### config.mk
export PLATFORM = sky130hd
export DESIGN_NAME = spike_scroller_flat
export DESIGN_NICKNAME = d
export VERILOG_FILES = /design/src/rtl/spike_scroller_if.sv /design/src/rtl/spike_scroller.sv /design/src/flat_wrapper.sv
export SDC_FILE = /design/constraint.sdc
export NUM_CORES = 1
export LEC_CHECK = 0
export BUFFER_PORTS_ARGS = -buffer_cell sky130_fd_sc_hd__buf_2
export CORE_ASPECT_RATIO = 1.1
export CORE_MARGIN = 3
export CORE_UTILIZATION = 45
export CTS_CLUSTER_DIAMETER = 60
export DETAILED_ROUTE_END_ITERATION = 8
export GPL_TIMING_DRIVEN = 0
export PLACE_DENSITY = 0.73
export SKIP_LAST_GASP = 1
export SLEW_MARGIN = 40
export SYNTH_ARGS = -nofsm -noshare
export SYNTH_HDL_FRONTEND = slang
export SYNTH_SLANG_ARGS = --single-unit
### constraint.sdc
create_clock -name clk_125MHz -period 11 [get_ports clk_125MHz]
set_input_delay 2.2 -clock clk_125MHz [delete_from_list [all_inputs] [get_ports clk_125MHz]]
set_output_delay 2.2 -clock clk_125MHz [all_outputs]
set_load 0.1 [all_outputs]
### src/rtl/spike_scroller_if.sv
// Spawn handshake between the level-pattern source (master) and spike_scroller (slave).
interface spike_scroller_if;
    logic       spawn_valid;
    logic       spawn_ready;
    logic [9:0] spawn_y;
    logic       spawn_dir;

    modport master (output spawn_valid, spawn_y, spawn_dir, input spawn_ready);
    modport slave  (input spawn_valid, spawn_y, spawn_dir, output spawn_ready);
endinterface

### src/rtl/spike_scroller.sv
// Per-frame spike table: scrolls active spikes left, retires off-screen ones, takes one spawn per frame.
// Optional player collision flag enabled by defining SPIKE_SCROLLER_HIT_EN.
module spike_scroller #(
    parameter int         NUM_SPIKES  = 24,
    parameter int         SCROLL_STEP = 2,
    parameter int         SPAWN_X     = 640,
    parameter logic [9:0] PARK_X      = 10'h3FF
) (
    input  logic                  clk_125MHz,
    input  logic                  reset_n,
    input  logic                  frame_start,
    input  logic                  run,
    input  logic [9:0]            spawn_gap,
    spike_scroller_if.slave       spawn,
`ifdef SPIKE_SCROLLER_HIT_EN
    input  logic [9:0]            PlayerX,
    input  logic [9:0]            PlayerY,
    output logic                  spike_hit,
`endif
    output logic [9:0]            SpikeX         [0:NUM_SPIKES-1],
    output logic [9:0]            SpikeY         [0:NUM_SPIKES-1],
    output logic                  Draw_direction [0:NUM_SPIKES-1],
    output logic [4:0]            active_cnt,
    output logic                  busy,
    output logic                  frame_done
);
    localparam int         IDX_W   = $clog2(NUM_SPIKES);
    localparam logic [9:0] STEP    = 10'(SCROLL_STEP);
    localparam logic [9:0] SPAWN_V = 10'(SPAWN_X);

    typedef enum logic [1:0] {IDLE, SCROLL, SPAWN, DONE} state_t;

    state_t                state, state_nxt;
    logic [IDX_W-1:0]      idx, free_idx;
    logic                  free_vld;
    logic [9:0]            gap_cnt;
    logic [NUM_SPIKES-1:0] active;
    logic                  last, cur_act, retire, xfer, spawn_ok;
    logic [9:0]            cur_x;
    logic [10:0]           gap_sum;
    logic [9:0]            gap_sat;

    assign last     = (idx == IDX_W'(NUM_SPIKES-1));
    assign cur_x    = SpikeX[idx];
    assign cur_act  = active[idx];
    assign retire   = (state == SCROLL) && cur_act && (cur_x < STEP);
    assign spawn_ok = free_vld && (gap_cnt >= spawn_gap);
    assign xfer     = spawn.spawn_valid && spawn.spawn_ready;
    assign gap_sum  = {1'b0, gap_cnt} + {1'b0, STEP};
    assign gap_sat  = gap_sum[10] ? 10'h3FF : gap_sum[9:0];

    always_ff @(posedge clk_125MHz or negedge reset_n)
        if (!reset_n) state <= IDLE;
        else          state <= state_nxt;

    always_comb begin
        state_nxt         = state;
        busy              = (state != IDLE);
        frame_done        = (state == DONE);
        spawn.spawn_ready = 1'b0;
        case (state)
            IDLE:   if (frame_start && run) state_nxt = SCROLL;
            SCROLL: if (last) state_nxt = SPAWN;
            SPAWN:  begin
                spawn.spawn_ready = spawn_ok;
                state_nxt         = DONE;
            end
            DONE:   state_nxt = IDLE;
            default: state_nxt = IDLE;
        endcase
    end

    // Pass bookkeeping: slot index, free-slot search, spawn gap and live count.
    always_ff @(posedge clk_125MHz or negedge reset_n) begin
        if (!reset_n) begin
            idx        <= '0;
            free_idx   <= '0;
            free_vld   <= 1'b0;
            gap_cnt    <= '0;
            active_cnt <= '0;
        end else begin
            case (state)
                IDLE: if (state_nxt == SCROLL) begin
                    idx      <= '0;
                    free_vld <= 1'b0;
                end
                SCROLL: begin
                    if (!last) idx <= idx + 1'b1;
                    // A slot retired in this very cycle counts as free.
                    if (!free_vld && (!cur_act || retire)) begin
                        free_vld <= 1'b1;
                        free_idx <= idx;
                    end
                    if (last) gap_cnt <= gap_sat;
                end
                SPAWN: if (xfer) gap_cnt <= '0;
                default: ;
            endcase
            if (retire)    active_cnt <= active_cnt - 1'b1;
            else if (xfer) active_cnt <= active_cnt + 1'b1;
        end
    end

    for (genvar g = 0; g < NUM_SPIKES; g++) begin : g_slot
        logic sel, wr;
        assign sel = (state == SCROLL) && (idx == IDX_W'(g));
        assign wr  = xfer && (free_idx == IDX_W'(g));

        always_ff @(posedge clk_125MHz or negedge reset_n) begin
            if (!reset_n) begin
                SpikeX[g]         <= PARK_X;
                SpikeY[g]         <= '0;
                Draw_direction[g] <= 1'b0;
                active[g]         <= 1'b0;
            end else if (wr) begin
                SpikeX[g]         <= SPAWN_V;
                SpikeY[g]         <= spawn.spawn_y;
                Draw_direction[g] <= spawn.spawn_dir;
                active[g]         <= 1'b1;
            end else if (sel && active[g]) begin
                if (SpikeX[g] < STEP) begin
                    SpikeX[g]         <= PARK_X;
                    SpikeY[g]         <= '0;
                    Draw_direction[g] <= 1'b0;
                    active[g]         <= 1'b0;
                end else begin
                    SpikeX[g] <= SpikeX[g] - STEP;
                end
            end
        end
    end

`ifdef SPIKE_SCROLLER_HIT_EN
    // Spike and player are both 20x20 boxes anchored at their top-left corner.
    logic [9:0] post_x;
    logic       overlap;
    assign post_x  = cur_x - STEP;
    assign overlap = ({1'b0, post_x} < {1'b0, PlayerX} + 11'd20) &&
                     ({1'b0, PlayerX} < {1'b0, post_x} + 11'd20) &&
                     ({1'b0, SpikeY[idx]} < {1'b0, PlayerY} + 11'd20) &&
                     ({1'b0, PlayerY} < {1'b0, SpikeY[idx]} + 11'd20);

    always_ff @(posedge clk_125MHz or negedge reset_n)
        if (!reset_n)                                        spike_hit <= 1'b0;
        else if (state == IDLE && state_nxt == SCROLL)       spike_hit <= 1'b0;
        else if (state == SCROLL && cur_act && !retire && overlap) spike_hit <= 1'b1;
`endif
endmodule

### src/flat_wrapper.sv
// flat-port wrapper written by rule: the top's interface ports become plain ports
module spike_scroller_flat 
#(
    parameter int         NUM_SPIKES  = 24,
    parameter int         SCROLL_STEP = 2,
    parameter int         SPAWN_X     = 640,
    parameter logic [9:0] PARK_X      = 10'h3FF
)
  (clk_125MHz, reset_n, frame_start, run, spawn_gap, SpikeX, SpikeY, Draw_direction, active_cnt, busy, frame_done, spawn_spawn_valid, spawn_spawn_y, spawn_spawn_dir, spawn_spawn_ready);
  spike_scroller_if spawn_i ();
  input  logic clk_125MHz;
  input  logic reset_n;
  input  logic frame_start;
  input  logic run;
  input  logic [9:0] spawn_gap;
  output logic [9:0] SpikeX[0:NUM_SPIKES-1];
  output logic [9:0] SpikeY[0:NUM_SPIKES-1];
  output logic Draw_direction[0:NUM_SPIKES-1];
  output logic [4:0] active_cnt;
  output logic busy;
  output logic frame_done;
  input wire logic [$bits(spawn_i.spawn_valid)-1:0] spawn_spawn_valid;
  input wire logic [$bits(spawn_i.spawn_y)-1:0] spawn_spawn_y;
  input wire logic [$bits(spawn_i.spawn_dir)-1:0] spawn_spawn_dir;
  output wire logic [$bits(spawn_i.spawn_ready)-1:0] spawn_spawn_ready;
  assign spawn_i.spawn_valid = spawn_spawn_valid;
  assign spawn_i.spawn_y = spawn_spawn_y;
  assign spawn_i.spawn_dir = spawn_spawn_dir;
  assign spawn_spawn_ready = spawn_i.spawn_ready;
  spike_scroller #(.NUM_SPIKES(NUM_SPIKES), .SCROLL_STEP(SCROLL_STEP), .SPAWN_X(SPAWN_X), .PARK_X(PARK_X)) u_core (.clk_125MHz(clk_125MHz), .reset_n(reset_n), .frame_start(frame_start), .run(run), .spawn_gap(spawn_gap), .spawn(spawn_i), .SpikeX(SpikeX), .SpikeY(SpikeY), .Draw_direction(Draw_direction), .active_cnt(active_cnt), .busy(busy), .frame_done(frame_done));
endmodule
-- Yosys cells after proc, flatten, opt, wreduce, memory -nomap -nowiden
Cells that the tools add are included.
- flip-flop bits (word level): 556
- latch bits: 0
- memory bits (writable): 0
- memory bits (read-only): 0
- input bits: 26
- output and inout port bits: 512
- memories kept: 0
- $add $sub $neg: 28
- multiply operators: 0
- divide/modulo/power cells: 0
- order comparisons: 28
- equal/unequal tests: 55
- shift operators: 0
- mux-type cells: 261
- bitwise logic cells: 1
- reduce and logical (&&, ||, !) cells: 164
- operator list (operator ; number):
    $mux 10 ; 149
    $lt 10x2->1 const B ; 25
    $sub 10x2->10 const B ; 24
    $reduce_bool 2->1 ; 52
    $mux 1 ; 100
    $eq 5x4->1 const B ; 16
    $eq 5x5->1 const B ; 16
    $logic_and 1x1->1 ; 78
    $bmux 10 s5 ; 1
    $reduce_and 2->1 ; 25
    $eq 5x3->1 const B ; 8
    $eq 5x2->1 const B ; 4
    $mux 5 ; 4
    $pmux 10 s2 ; 1
    $add 10x2->11 const B ; 1
    $add 5x1->5 const B ; 2
    $eq 5x1->1 const B ; 2
    $ge 10x10->1 ; 1
    $logic_not 5->1 ; 2
    $pmux 5 s2 ; 1
    $reduce_and 3->1 ; 3
    $ne 2x1->1 const B ; 4
    $pmux 2 s4 ; 1
    $ge 6x6->1 const B ; 1
    12 further kinds ; 16

-- Depth between registers and ports, before layout
Gate-level depths: netlist of the first run.
- word-level depth: 10
- depth in mapped cells: 20
- gate-level depth less buffers: 17

-- Least setup slack after synthesis of the first run
Ideal clock, no wire load.
- path kind: input port to output port
- start: in spawn_gap[0]
- end: out spawn_spawn_ready
- arrival time: 4.216 ns
- required time: 8.800 ns
- setup slack: 4.584 ns
- stages on the path: 6
- path buffers: 0
- path through: ha_1 nand2b_1 a211oi_1 o21ai_0 a21oi_1 nor2b_1
- longest elaborated chain between the ends: 3
- ends and longest elaborated chain (what ; RTL line ; source):
    start: declaration ; flat_wrapper.sv:15 ; input logic [9:0] spawn_gap;
    $ge 10x10->1 ; spike_scroller.sv:47 ; assign spawn_ok = free_vld && (gap_cnt >= spawn_gap);
    $logic_and 1x1->1 ; spike_scroller.sv:47 ;
    $mux 1 ; spike_scroller.sv:61 ; case (state)
    end: declaration ; flat_wrapper.sv:25 ; output wire logic [$bits(spawn_i.spawn_ready)-1:0] spawn_spawn_ready;
Every way passes these cells.

-- Worst setup path after layout of the first run
Ends and elaborated chain as after synthesis.

==> summary.txt, run 1 <==
Logic synthesis
  – FF+latch count, synth: approximately 560
  – Synthesis warning total: 0
  – Yosys top cell area share: 29.04%
  – Top_reg_cell synth: dfrtp_1
  – Avg Cell Area, Syn: 9.210 um2
  – Sequential cell area fraction in the yosys report: 52.21%
  – Synth top area cells: dfrtp_1, dfstp_2, nand2_1
  – Synth Area in Simple Gates: a little over a fifth
  – Cell taking the most area after synthesis: dfrtp_1
  – XOR/XNOR Fraction of Synth Area: 4.632%
  – Mux contribution to synthesized area: around 2.7%
  – Post-Syn Area: around 0.027 mm2
  – Fraction of registers with async set/reset: between 90% and 100%
  – Post-synth EDFFs: 0
  – Post-synthesis compound-gate area fraction: a little over an eighth
  – Syn Nets: between 3000 and 4000
  – Synth Area in Adders: under 10%
  – Post-Syn Instances: 2956
  – Most frequent cell after synthesis: nand2_1
  – Largest family of logic cells by synthesized area: simple AND/OR/NAND/NOR gates
  – Commonest cells in the netlist: nand2_1, dfrtp_1, o21ai_0
  – Count of cell types in the netlist: 75

Final layout
  – N_diodes: 0
  – Share of layout cells above drive strength 1: between 20% and 30%
  – Synthesis-to-finish area growth: 21.84%
  – Post-route cell area: 0.03317 mm2
  – # nets final: 3633
  – Final Non-Filler Cells: around 4400

STA
  – Final setup skew: roughly 0.027 ns
  – Slew HR: roughly two fifths
  – RSZ-0062 raised after global routing: no
  – Final Cycle Share: between 50 and 60%
  – Final Max Slew Viols: 0
  – PnR worst setup slack: a little under 5 ns
  – Minimum clock period: about 6.2 ns
  – Least-Margin Pin Slew: around 0.9 ns
  – Hold Violations, Final: 0
  – Final setup vio count: 0
  – Fmax achieved: roughly 160 MHz

Hold path
  – Hold Path Cell Cnt: 2
  – Hold path endpoint: u_core.SpikeX[0]
  – Hold Path Origin: u_core.SpikeX[0]
  – Tightest Hold Check Type: reg2reg

Global routing
  – Initial antenna violation count: 3
  – Vias in the first global route: 24460
  – GRT overflow: 0
  – Total track usage: around a third
  – First-pass GRT wire length: around 160000 um
  – Pin count of the biggest net entering global routing: 77

Floorplanning
  – FP Rows: 93
  – Initial core utilization: between 40% and 50%
  – Core ar.: between 0.05 and 0.06 mm2
  – Die Ht: about 260 um
  – Die area: around 0.063 mm2
  – DIE WIDTH: 240.5 um
  – I/O pin cnt: 538

Power
  – Leak: roughly 0.014 uW
  – P_int: about 3500 uW
  – Pwr dens: approximately 160 mW/mm2
  – Peak VDD IR: 0.1457 mV
  – Sw Ratio: between 30 and 40%
  – Sw Pwr: 1680 uW
  – Comb power frac: about 19%
  – Reg power frac: 41.2%
  – Clk pwr share: between 30% and 40%

Placed design
  – Final Wtd Congestion: slightly above 1
  – Dpl cell area: 0.03114 mm2
  – Cells after DPL: 4257
  – Post-Place Worst Slack: 4.890 ns
  – Port buffer count: roughly 530
  – Hpwl dp: ~80000 um

Critical path
  – Reg-to-Reg Start: u_core.idx[1]
  – R2r setup slk: approximately 5.6 ns
  – Data arrival time of the worst path: 3.97 ns
  – Worst Setup Path Type: in2out
  – Cells on worst reg2reg path: 17
  – Critical path endpoint category: output port
  – CP Data Required Time: between 8 and 9 ns
  – Critical R2R Capture: u_core.active_cnt[4]
  – Startpoint Class: input pin
  – Critical path fanouts, max: 5

Routing
  – Drt wl/cell: between 20 and 25 um
  – Post-DRT Antenna Nets: 0
  – WL final: roughly 110000 um
  – Vias/cell: 5.891
  – Initial drt markers: between 2000 and 3000
  – First-pass DRT Iterations: 6
  – Vias after detailed routing: ~26000
  – DRC: 0

CTS
  – Setup repair bufs after CTS: 0
  – Clock latency on the worst-skew pair: between 0.6 and 0.7 ns
  – CTS buffer count: 60
  – Clock tree buffer depth: 3
  – Max H-tree Level: 2
  – Sink Count: about 560
  – CTS Hold Bufs: 0
  – CTS tree: built
  – Root Driver: clkbuf_16
  – # resized after CTS: 0
  – Clock transition at path regs: approximately 0.06 ns

Job
  – Max cap viols: 0

Status
  – Outcome: finished clean
[cells in the final DEF, fill, tap and decap left out, types with 10 or more instances in the layout]
| cell | n |
|---|---|
| clkbuf_8 | 15 |
| ha_1 | 47 |
| nor2_1 | 270 |
| nand2_1 | 502 |
| nor2b_1 | 12 |
| a21oi_1 | 156 |
| nand4_1 | 23 |
| xor2_1 | 46 |
| nand3_1 | 143 |
| inv_1 | 111 |
| dfstp_2 | 240 |
| buf_2 | 546 |
| nor4_1 | 52 |
| clkbuf_16 | 60 |
| clkinv_2 | 10 |
| or3_1 | 25 |
| clkbuf_1 | 180 |
| and3_1 | 26 |
| or2_2 | 23 |
| a211oi_1 | 19 |
| nor3_1 | 77 |
| a22o_1 | 13 |
| xnor2_1 | 98 |
| or4_1 | 20 |
| a31oi_1 | 17 |
| o21ai_0 | 306 |
| dfrtp_1 | 316 |
| nand3b_1 | 17 |
| a21o_1 | 21 |
| mux4_2 | 24 |
| nand2b_1 | 16 |
| a211o_1 | 10 |
[worst max-delay path by stage]
| stage | startpoint | end | slack [ns] |
|---|---|---|---|
| finish | spawn_gap[0] | spawn_spawn_ready | 4.83 |
| global placement | reset_n | u_core.SpikeY[187] | -3.74 |
| floorplan | spawn_gap[0] | spawn_spawn_ready | 4.58 |
| global route | spawn_gap[0] | spawn_spawn_ready | 4.73 |
| CTS | spawn_gap[0] | spawn_spawn_ready | 4.89 |
| detailed placement | spawn_gap[0] | spawn_spawn_ready | 4.89 |
[metrics by stage]
stage	hold slack (ns)	utilization [%]	total power, uW	TNS, ns
CTS	0.4594	55.96	5210	0
global route	0.4710	56.01	5388	0
floorplan	0.4413	-	2788	0
detailed placement	0.4509	52.57	3156	0
finish	0.4593	56.01	5223	0
global placement	0.4463	52.02	3132	-1155.28
[layout make-up]
cell class / instances / area (um2)
fillers: 5420 / 26060
flip-flops and latches: 556 / 14210
multi-input cells: 2097 / 11940
repair buffers: 541 / 2900
clock buffers: 89 / 1760
well taps: 760 / 950.9
plain buffers: 189 / 734.5
inverters: 114 / 427.9
clock inverters: 24 / 245.2
[registers in the layout (all words and copies together) (netlist names)]
name and count:
u_core.SpikeX 240, u_core.SpikeY 240, u_core.Draw_direction 24, u_core.active 24
u_core.gap_cnt 10, u_core.active_cnt 5, u_core.free_idx 5, u_core.idx 5
u_core.state 2, u_core.free_vld 1
[cells by family after synthesis]
logic type	count (synthesis)
muxes	42
AOI/OAI and AO/OA	612
adders and majority gates	48
xor gates and xnor gates	144
buffers and inverters	303
and+or+nand+nor	1251
DFF	556
[layer usage]
layer	part of all wire [%]	vias to the layer above	wire, um	track usage (%)
met5	0	-	0	0
met4	6.4	0	6806	17.63
met3	9.5	329	10020	7.507
met2	45	1358	47350	49.75
met1	39	12680	41760	43.04
li1	-	11380	-	-
[critical path, cell delays in order]
cell and delay [ns]:
buf_2 0.10, ha_1 0.27, nand2b_1 0.13, a211oi_1 0.20
o21ai_0 0.13, a21oi_1 0.51, nor2b_1 0.10, buf_2 0.32
[power by group through the flow]
stage          registers (uW)  clock network, uW  logic [uW]
6_report                 2150               2060        1010
4_1_cts                  2150               2090         973
3_5_place_dp             2180                  0         971
3_3_place_gp             2180                  0         950
2_1_floorplan            2290                  0         501
5_1_grt                  2160               2180        1050
Power figures use the tool's default switching activity.
==> run 2: changes to the inputs <==
--- a/config.mk
+++ b/config.mk
@@ -5,6 +5,7 @@
 export SDC_FILE = /design/constraint.sdc
 export NUM_CORES = 1
 export LEC_CHECK = 0
+export ABC_AREA = 1
 export BUFFER_PORTS_ARGS = -buffer_cell sky130_fd_sc_hd__buf_2
 export CORE_ASPECT_RATIO = 1.1
 export CORE_MARGIN = 3
@@ -12,7 +13,7 @@
 export CTS_CLUSTER_DIAMETER = 60
 export DETAILED_ROUTE_END_ITERATION = 8
 export GPL_TIMING_DRIVEN = 0
-export PLACE_DENSITY = 0.73
+export PLACE_DENSITY = 0.75
 export SKIP_LAST_GASP = 1
 export SLEW_MARGIN = 40
 export SYNTH_ARGS = -nofsm -noshare
==> constraint.sdc (replaced) <==
create_clock -name clk_125MHz -period 5.2 [get_ports clk_125MHz]
set_input_delay 1.04 -clock clk_125MHz [delete_from_list [all_inputs] [get_ports clk_125MHz]]
set_output_delay 1.04 -clock clk_125MHz [all_outputs]
set_load 0.1 [all_outputs]
==> run 2 against run 1 <==
Compared with the run above: total power is 140% higher; count of clock-buffer cells in the layout shrank 10; worst hold slack worse by 0.077 ns; first-iteration DRC count up 23%; via count rose by 15%; synthesized cell count grew 26%; critical path type is now reg2reg; non-clock buffer count fell by 24.
==> summary.txt, run 2 <==
Hold path
  – Tightest Hold Check Type: in2async

Routing
  – WL final: roughly 120000 um
  – Vias after detailed routing: 29650
  – DRC: 0
  – Vias/cell: roughly 5.7
  – First-pass DRT Iterations: 6
  – Post-DRT Antenna Nets: 0
  – Initial drt markers: between 3000 and 4000
  – Drt wl/cell: 22.74 um

Power
  – Comb power frac: between 20 and 30%
  – Leak: roughly 0.018 uW
  – Clk pwr share: a little over a third
  – Pwr dens: ~360 mW/mm2
  – Sw Pwr: 4889 uW
  – Reg power frac: around 37%
  – Sw Ratio: about two fifths
  – Peak VDD IR: 0.2745 mV
  – P_int: around 8000 uW

CTS
  – Root Driver: clkbuf_16
  – CTS Hold Bufs: 0
  – Setup repair bufs after CTS: 0
  – Max H-tree Level: 2
  – CTS tree: built
  – # resized after CTS: 0
  – Sink Count: approximately 560
  – CTS buffer count: 60
  – Clock transition at path regs: approximately 0.070 ns
  – Clock latency on the worst-skew pair: about 0.63 ns
  – Clock tree buffer depth: 3

Critical path
  – Critical path fanouts, max: 11
  – Critical path endpoint category: flop
  – Startpoint Class: flop
  – Worst Setup Path Type: reg2reg
  – CP Data Required Time: between 5 and 6 ns
  – Data arrival time of the worst path: 4.78 ns

Floorplanning
  – Die Ht: ~270 um
  – Core ar.: roughly 0.064 mm2
  – Initial core utilization: a little under half
  – I/O pin cnt: ~540
  – DIE WIDTH: 249.4 um
  – FP Rows: 97
  – Die area: just under 0.07 mm2

Final layout
  – Top Registers: u_core.SpikeX: 240 flops, u_core.SpikeY: 240 flops
  – Most frequent cells in the layout: nand2_1, buf_2, inv_1
  – Post-route cell area: around 0.035 mm2
  – Most common cell after layout, fill and taps aside: nand2_1
  – Final Non-Filler Cells: between 5000 and 6000
  – Share of layout cells above drive strength 1: between 20% and 30%
  – # nets final: 4404
  – Layout Utilization: a little under three fifths
  – Filler cells: 6047
  – Synthesis-to-finish area growth: 20.47%
  – N_diodes: 0

STA
  – Final setup vio count: 0
  – Final Max Slew Viols: 0
  – Slew HR: a little under two fifths
  – Fmax achieved: 233.2 MHz
  – Least-Margin Pin Slew: 0.9392 ns
  – Final setup skew: 0.02950 ns
  – Final Cycle Share: approximately 80%
  – RSZ-0062 raised after global routing: no
  – Hold Violations, Final: 0
  – Minimum clock period: around 4.3 ns

Logic synthesis
  – Top_reg_cell synth: dfrtp_1
  – FF+latch count, synth: between 500 and 600
  – Post-Syn Instances: roughly 3700
  – Yosys top cell area share: a little over a quarter
  – Cell taking the most area after synthesis: dfrtp_1
  – Sequential cell area fraction in the yosys report: 48.48%
  – Avg Cell Area, Syn: about 7.9 um2
  – Synth top area cells: dfrtp_1, dfstp_2, nand2_1
  – Count of cell types in the netlist: 51
  – Commonest cells in the netlist: nand2_1, inv_1, nand3_1
  – Synthesis warning total: 0
  – Syn Nets: 3797
  – Fraction of registers with async set/reset: 100.0%
  – Post-synth EDFFs: 0
  – Most frequent cell after synthesis: nand2_1
  – Post-Syn Area: ~0.029 mm2

Placed design
  – Final Wtd Congestion: between 1 and 1.5
  – Port buffer count: 537
  – Dpl cell area: between 0.03 and 0.04 mm2
  – Cells after DPL: just over 5000
  – Hpwl dp: 90070 um

Global routing
  – Vias in the first global route: approximately 28000
  – GRT overflow: 0
  – Total track usage: between 30% and 40%
  – First-pass GRT wire length: 175100 um
  – Pin count of the biggest net entering global routing: 72
  – Initial antenna violation count: 0

Job
  – Max cap viols: 0

Status
  – Outcome: finished clean
-- run 2: changes by cell type after synthesis, moves of 48 or more --
cell      previous run  this run
inv_1              111       497
nand2_1            502       729
o21ai_1              0       215
nand3_1            143       322
xnor2_1             98        10
clkbuf_1           171        99
o211ai_1             2        58
nor4_1              60        12
-- run 2: critical path, cell delays in order, from the launching register on --
cell and delay, ns:
dfrtp_1 0.41, buf_2 0.18, inv_2 0.05, buf_2 0.35
buf_2 0.42, buf_1 0.47, ha_1 0.23, inv_1 0.20
nor2_1 0.20, inv_2 0.09, nor3_2 0.34, inv_2 0.14
nor2_2 0.15, inv_2 0.05, nor2_2 0.27, inv_2 0.06
nand2_1 0.12, inv_2 0.06, buf_2 0.20, nand2_1 0.09
o21ai_1 0.07
-- run 2: final timing paths --
check,from,to,slack (ns),depth (start not counted)
max,u_core.idx[0],u_core.SpikeY[214],0.91,20
max reg2reg,u_core.idx[0],u_core.SpikeY[214],0.91,20
max in group asynchronous,reset_n,u_core.SpikeX[80],3.30,4
min reg2reg,u_core.SpikeX[220],u_core.SpikeX[220],0.46,2
min,reset_n,u_core.gap_cnt[8],0.38,1
min in group clk_125MHz,u_core.SpikeX[220],u_core.SpikeX[220],0.46,2
-- run 2: cell families (layout without fill, tap and decap cells) --
group	Yosys count	count (layout)	share of synthesized area [%]
buf+inv	708	1366	9.381
simple gates	1545	1545	23.35
flops	556	556	48.48
xor+xnor	76	76	2.270
compound gates	790	790	14.44
fa+ha+maj	48	48	2.074
-- run 2: layout make-up --
type                       count  area, um2  share of cell area [%]
buffer                       161      718.2                   2.034
clock buffer                  79       1644                   4.655
clock inverter                34      360.3                   1.020
inverter                     547       2056                   5.821
multi-input combinational   2459      12360                   34.98
sequential                   556      14210                   40.25
tap                          841       1052                   2.979
timing repair buffer         545       2918                   8.262
-- run 2: routing by layer --
metal / track usage, % / up-vias / part of all wire [%]
met3: 6.956 / 360 / 9.0
li1: - / 13390 / -
met2: 54.10 / 1601 / 46
met5: 0 / - / 0
met1: 43.19 / 14300 / 39
met4: 17.06 / 0 / 5.6
-- run 2: power by group through the flow --
stage / Clock, uW / Combinational (uW) / Sequential [uW]
final: 4420 / 3560 / 4710
after global routing: 4640 / 3750 / 4730
after CTS: 4460 / 3460 / 4700
after detailed placement: 0 / 3440 / 4770
after global placement: 0 / 3400 / 4770
after floorplan: 0 / 1570 / 5400
-- run 2: stage by stage --
stage	setup slack, ns	TNS [ns]	hold slack [ns]	power [uW]
floorplan	1.754	0	0.4500	6967
global placement	-8.458	-3773.55	0.4500	8161
detailed placement	1.087	0	0.4541	8215
CTS	1.053	0	0.3670	12620
global route	0.7746	0	0.3917	13110
finish	0.9117	0	0.3822	12690
